**config.mk**
```make
export PLATFORM = sky130hd
export DESIGN_NAME = vga_timing_gen
export DESIGN_NICKNAME = d
export VERILOG_FILES = /design/src/rtl/vga_timing_gen.sv
export SDC_FILE = /design/constraint.sdc
export NUM_CORES = 1
export LEC_CHECK = 0
export CAP_MARGIN = 20
export CORE_ASPECT_RATIO = 1.5
export CORE_UTILIZATION = 50
export DETAILED_ROUTE_END_ITERATION = 10
export GPL_TIMING_DRIVEN = 0
export PLACE_DENSITY = 0.71
export SYNTH_ARGS = -nofsm -noshare
export SYNTH_HDL_FRONTEND = slang
export SYNTH_SLANG_ARGS = --single-unit
```
**constraint.sdc**
```tcl
create_clock -name clk -period 3.15 [get_ports clk]
set_input_delay 0.63 -clock clk [delete_from_list [all_inputs] [get_ports clk]]
set_output_delay 0.63 -clock clk [all_outputs]
set_load 0.005 [all_outputs]
```
**src/rtl/vga_timing_gen.sv**
```systemverilog
// VGA raster timing generator: pixel-rate enable, raster counters and
// registered sync/blanking/tick outputs aligned with the counters they describe.
module vga_timing_gen #(
   parameter int unsigned CLK_DIV   = 4,
   parameter int unsigned H_VISIBLE = 640,
   parameter int unsigned H_FP      = 16,
   parameter int unsigned H_SYNC    = 96,
   parameter int unsigned H_BP      = 48,
   parameter int unsigned V_VISIBLE = 480,
   parameter int unsigned V_FP      = 10,
   parameter int unsigned V_SYNC    = 2,
   parameter int unsigned V_BP      = 33
) (
   input  logic       clk,
   input  logic       reset,
   output logic       pix_en,
   output logic [9:0] hCount,
   output logic [9:0] vCount,
   output logic       bright,
   output logic       hSync,
   output logic       vSync,
   output logic       line_tick,
   output logic       frame_tick,
   output logic [7:0] frame_count
);

   localparam int unsigned CNT_W        = 10;
   localparam int unsigned FC_W         = 8;
   localparam int unsigned DIV_W        = $clog2(CLK_DIV);
   localparam int unsigned H_TOTAL      = H_VISIBLE + H_FP + H_SYNC + H_BP;
   localparam int unsigned V_TOTAL      = V_VISIBLE + V_FP + V_SYNC + V_BP;
   localparam int unsigned H_SYNC_START = H_VISIBLE + H_FP;
   localparam int unsigned H_SYNC_END   = H_SYNC_START + H_SYNC - 1;
   localparam int unsigned V_SYNC_START = V_VISIBLE + V_FP;
   localparam int unsigned V_SYNC_END   = V_SYNC_START + V_SYNC - 1;

   logic [DIV_W-1:0] div;
   logic             tick_c;
   logic [CNT_W-1:0] h_next_c;
   logic [CNT_W-1:0] v_next_c;
   logic             bright_next_c;
   logic             hsync_next_c;
   logic             vsync_next_c;
   logic             line_next_c;
   logic             frame_next_c;

   // Next raster position and the output values that will describe it.
   always_comb begin
      tick_c   = (div == DIV_W'(CLK_DIV - 1));
      h_next_c = hCount;
      v_next_c = vCount;
      if (hCount == CNT_W'(H_TOTAL - 1)) begin
         h_next_c = '0;
         if (vCount == CNT_W'(V_TOTAL - 1)) begin
            v_next_c = '0;
         end else begin
            v_next_c = vCount + CNT_W'(1);
         end
      end else begin
         h_next_c = hCount + CNT_W'(1);
      end
      bright_next_c = (h_next_c < CNT_W'(H_VISIBLE)) && (v_next_c < CNT_W'(V_VISIBLE));
      hsync_next_c  = !((h_next_c >= CNT_W'(H_SYNC_START)) && (h_next_c <= CNT_W'(H_SYNC_END)));
      vsync_next_c  = !((v_next_c >= CNT_W'(V_SYNC_START)) && (v_next_c <= CNT_W'(V_SYNC_END)));
      line_next_c   = (h_next_c == '0);
      frame_next_c  = (h_next_c == '0) && (v_next_c == CNT_W'(V_VISIBLE));
   end

   // Reset parks the raster on the last pixel so the first step lands on (0,0).
   always_ff @(posedge clk or posedge reset) begin
      if (reset) begin
         div         <= '0;
         pix_en      <= 1'b0;
         hCount      <= CNT_W'(H_TOTAL - 1);
         vCount      <= CNT_W'(V_TOTAL - 1);
         bright      <= 1'b0;
         hSync       <= 1'b1;
         vSync       <= 1'b1;
         line_tick   <= 1'b0;
         frame_tick  <= 1'b0;
         frame_count <= '0;
      end else begin
         pix_en     <= tick_c;
         line_tick  <= 1'b0;
         frame_tick <= 1'b0;
         if (tick_c) begin
            div        <= '0;
            hCount     <= h_next_c;
            vCount     <= v_next_c;
            bright     <= bright_next_c;
            hSync      <= hsync_next_c;
            vSync      <= vsync_next_c;
            line_tick  <= line_next_c;
            frame_tick <= frame_next_c;
            if (frame_next_c) begin
               frame_count <= frame_count + FC_W'(1);
            end
         end else begin
            div <= div + DIV_W'(1);
         end
      end
   end

endmodule

```
Yosys cells after proc, flatten, opt, wreduce, memory -nomap -nowiden
Index checks and enable logic that the tools add are counted.

Bits in registers: 36. Input bits: 2. Output and inout port bits: 34. Word-level logic and storage cells: 38.

Add/subtract/negate cells: 4. Magnitude comparators: 6. Equal/unequal tests: 4. Multiplexer cells: 6. Reductions and logical operators: 8.

Operators by type and width (count): $mux W10 (3); $add A10 B1 Y10 const B (2); $eq A10 B10 Y1 const B (2); $eq A10 B9 Y1 const B (1); $ge A10 B10 Y1 const B (1); $ge A10 B9 Y1 const B (1); $le A10 B10 Y1 const B (1); $le A10 B9 Y1 const B (1); $logic_not A10 Y1 (1); $lt A10 B10 Y1 const B (1); $lt A10 B9 Y1 const B (1); $add A8 B1 Y8 const B (1); $logic_and A1 B1 Y1 (4); $add A2 B1 Y2 const B (1); $eq A2 B2 Y1 const B (1); $logic_not A1 Y1 (2); $mux W1 (2); $mux W2 (1); $reduce_and A2 Y1 (1).

Depth between registers and ports, before layout
Depth in word-level cells: 6. Depth in mapped cells: 11. Depth with buffers taken out: 9.

Worst setup path before layout
OpenSTA, ideal clock, no wires.

Path type: reg2reg. From: register hCount[1]. To: register frame_count[1]. Library setup time: 0.125 ns. Arrival time: 2.535 ns. Data required time: 3.025 ns. Setup slack: 0.490 ns. Stages on the path, launching flop included: 10. Path buffers: 1. Clock period less this slack: 2.660 ns. Path through: dfstp_2 -> ha_1 -> and4_1 -> buf_6 -> a21boi_2 -> or3_4 -> a221oi_4 -> nand4_4 -> nor2_2 -> mux2_4.

Longest elaborated chain between the ends: 5. Elaborated cells on any way between the ends: 8. Those cells by class: 1 x add/sub; 2 x eq/ne; 2 x mux; 3 x reduce/logical.

RTL lines: from (decl) (line 17) `output logic [9:0] hCount,`; from (signal assigned) (line 74) `hCount <= CNT_W'(H_TOTAL - 1);`; from (signal assigned) (line 88) `hCount <= h_next_c;`; $add A10 B1 Y10 or $eq A10 B10 Y1 (tied branches) (line 60, 52); $mux W10 (line 52) `if (hCount == CNT_W'(H_TOTAL - 1)) begin`; $logic_not A10 Y1 or $eq A10 B9 Y1 (tied branches) (line 66) `frame_next_c = (h_next_c == '0) && (v_next_c == CNT_W'(V_VISIBLE));`; $logic_and A1 B1 Y1 * (line 66); $reduce_and A2 Y1 (no source line) *; to (signal assigned) (line 96) `frame_count <= frame_count + FC_W'(1);`; to (decl) (line 24) `output logic [7:0] frame_count`.

Mark *: on every way between the ends. The rest lies on a longest branch, timed or not. A chain may end at the register's enable or synchronous reset.

Worst setup path after layout
From: register vCount[0]. To: register frame_count[1].

Longest elaborated chain between the ends: 6. Elaborated cells on any way between the ends: 7. Those cells by class: 1 x add/sub; 2 x eq/ne; 2 x mux; 2 x reduce/logical.

RTL lines: from (decl) (line 18) `output logic [9:0] vCount,`; from (signal assigned) (line 75) `vCount <= CNT_W'(V_TOTAL - 1);`; from (signal assigned) (line 89) `vCount <= v_next_c;`; $add A10 B1 Y10 or $eq A10 B10 Y1 (tied branches) (line 57, 54); $mux W10 (line 54) `if (vCount == CNT_W'(V_TOTAL - 1)) begin`; $mux W10 * (line 52); $eq A10 B9 Y1 * (line 66); $logic_and A1 B1 Y1 * (line 66); $reduce_and A2 Y1 (no source line) *.

Marks and branches as above.

==> metrics.txt <==
HP Start div[0]; CP Launch Point vCount[0]; DRT Pass-1 Iters 7; WL met3 120 µm; Internal Power 645 µW; clock sinks 36; FP Rows 29; hold_ws 453 ps; Die Width 56.9 µm; TritonCTS clock tree built; total grt overflow 0; DPL Wire Length 3630 µm; Fin Clk Skew 8.45 ps; Layout Nets 294; r2r startpoint vCount[0]; Initial Util 52.8%; Post-route DRC 2; Setup WS pre-CTS 86.9 ps; Comb pwr share 1.7%; RSZ-0062 raised after global routing no; PwrDens 294 nW/µm²; cell count after placement 322; final std cells w/o fill 332; failing checks DRC; routed vias 1959; Final setup viols 0; remaining antenna violation count 0; startpoint types register; sequential area share after synthesis 40.5%; Clk pwr share 42.5%; Peak Freq 339 MHz; slew margin rel. 58.8%; H-tree Lvls 2; DRT Wirelength 5200 µm; Post-synth EDFFs 0; fraction of layout cells with a size suffix above 1 16.8%; # IOs 36; Starting DRT DRC Count 72; top_reg_cell synth dfrtp_1; Synth warnings 0; Hold WC Path Type reg -> reg; Total Power 829 µW; root buffer cell clkbuf_8; input/output buffers 35; top cells by area, synth dfrtp_1 (27%), dfstp_2 (14%), xnor2_1 (5.0%); net load switching power 184 µW; TNS Setup 0 ps; Crit Path Class reg -> reg; Leakage Power 1.13 nW; die area 4800 µm²; final worst slack 199 ps; reg2reg path depth 10; post-synth top area share 26.5%; r2r setup slk 200 ps; Layout Utilization 65.9%; CTS Buf Count 5; # hold bufs at CTS 0; Skew-Pair Late Insertion Delay 290 ps; most frequent cells in the layout clkdlybuf4s50_1 (35), dfrtp_1 (24), nand2_1 (21), o21ai_0 (21), nor2_1 (17); post-DR wirelength/cell 15.7 µm; Mapped Avg Cell Area 9.43 µm²; vias per inst 5.90; Pins Over Slew Limit 0; Synth cell types 54; cell taking the most area after synthesis dfrtp_1; minimum clock period 2950 ps; ys async rst share 100%; Die H 84.4 µm; first-pass GRT wire length 8640 µm; commonest non-fill, non-tap cell in the layout clkdlybuf4s50_1; Hold Crit Depth 1; fin crit share 93.7%; Critical Path Fanout Max 9; via count of the first global-routing pass 1874; wire length on met2 2760 µm; Antenna Cells 0; switch share 22.2%; Post-Syn Instances 240; CP Data Arrival Time 3130 ps; CTS clk-pin slew, worst paths 70 ps; RD Place Congestion 0.842; CP endpoint kind register; FF+latch count, synth 36; clock tree buffer depth 2; Top Metal Used met4; number of max-cap violations 0; initial antenna violation count 0; status finished with violations; Fill cells 364; core region area 4280 µm²; Least-Margin Pin Slew 618 ps; VDD IR-drop max 0.286 mV; Fin. Hold Viols 0; Mapped Area 2260 µm²; largest net degree at the start of global routing 24; fin area 2820 µm²; Area Growth Syn to Fin 24.7%; syn nets 249; global-route usage over all layers 22.9%; metal1 wirelength 2240 µm; Post-DP Area 2700 µm²; WP data required 3330 ps; Reg power frac 55.8%
worst max-delay path, cell delays in order, from the launching register on:
cell	delay (ps)
dfrtp_1	400
clkbuf_1	230
inv_1	130
ha_1	160
nand4_1	180
nor4_4	410
nand3b_1	220
a21boi_0	340
nand4_4	240
nor2_2	220
mux2_4	310
metal layers:
layer,vias up,track usage (%)
met4,0,8.87
met2,33,40.6
met5,-,0
li1,953,-
met1,965,27.3
met3,8,3.70
repair_timing:
action | in CTS | in global routing
endpoints found under the setup margin | 0 | 2
buffers inserted | 0 | 2
gates resized for setup | 0 | 3
cell type report:
class | instances | area [µm²] | share of cell area (%)
Clock buffer | 7 | 86.3 | 3.06
Sequential cell | 36 | 916 | 32.5
Timing Repair Buffer | 38 | 393 | 13.9
Buffer | 14 | 78.8 | 2.79
Multi-Input combinational cell | 179 | 1240 | 44.0
Clock inverter | 1 | 7.51 | 0.266
Inverter | 11 | 41.3 | 1.46
Tap cell | 46 | 57.6 | 2.04
state kept, by name, summed over array words and instances, names as in the netlist:
register     cells
frame_count      8
div              2
hSync            1
bright           1
frame_tick       1
hCount          10
line_tick        1
pix_en           1
vSync            1
vCount          10
synth_stat cells (all sizes together), types with 2 or more instances:
cell type	number
a2111oi	2
a211o	2
a21boi	2
a21oi	8
a31oi	2
and2	2
and3	5
and4	2
buf	9
clkbuf	5
dfrtp	24
dfstp	12
ha	7
inv	11
nand2	21
nand3	16
nand3b	2
nand4	8
nor2	18
nor3	11
nor4	2
o21ai	21
o311ai	3
o31ai	3
or3	3
xnor2	13
xor2	9
logic make-up after synthesis:
group	after synthesis	synth area share [%]
adder cells (fa/ha/maj)	7	3.87
AND/OR/NAND/NOR	96	24.9
XOR/XNOR	22	8.52
multiplexers	2	1.11
AO/OA/AOI/OAI	52	15.8
buffers and inverters	25	5.31
flip-flops	36	40.5
power by group through the flow:
stage	Clock [mW]	Sequential, mW	Combinational (mW)
floorplan	0	0.471	0.00668
global placement	0	0.471	0.0107
detailed placement	0	0.471	0.0150
CTS	0.362	0.463	0.0150
global route	0.379	0.463	0.0167
finish	0.352	0.463	0.0141
final timing paths:
check / to
min in group asynchronous: bright
hold / removal: div[0]
setup / recovery: frame_count[1]
setup reg to reg: frame_count[1]
hold reg to reg: div[0]
max in group asynchronous: hCount[2]
No activity file was read; power rests on OpenSTA's default activity.
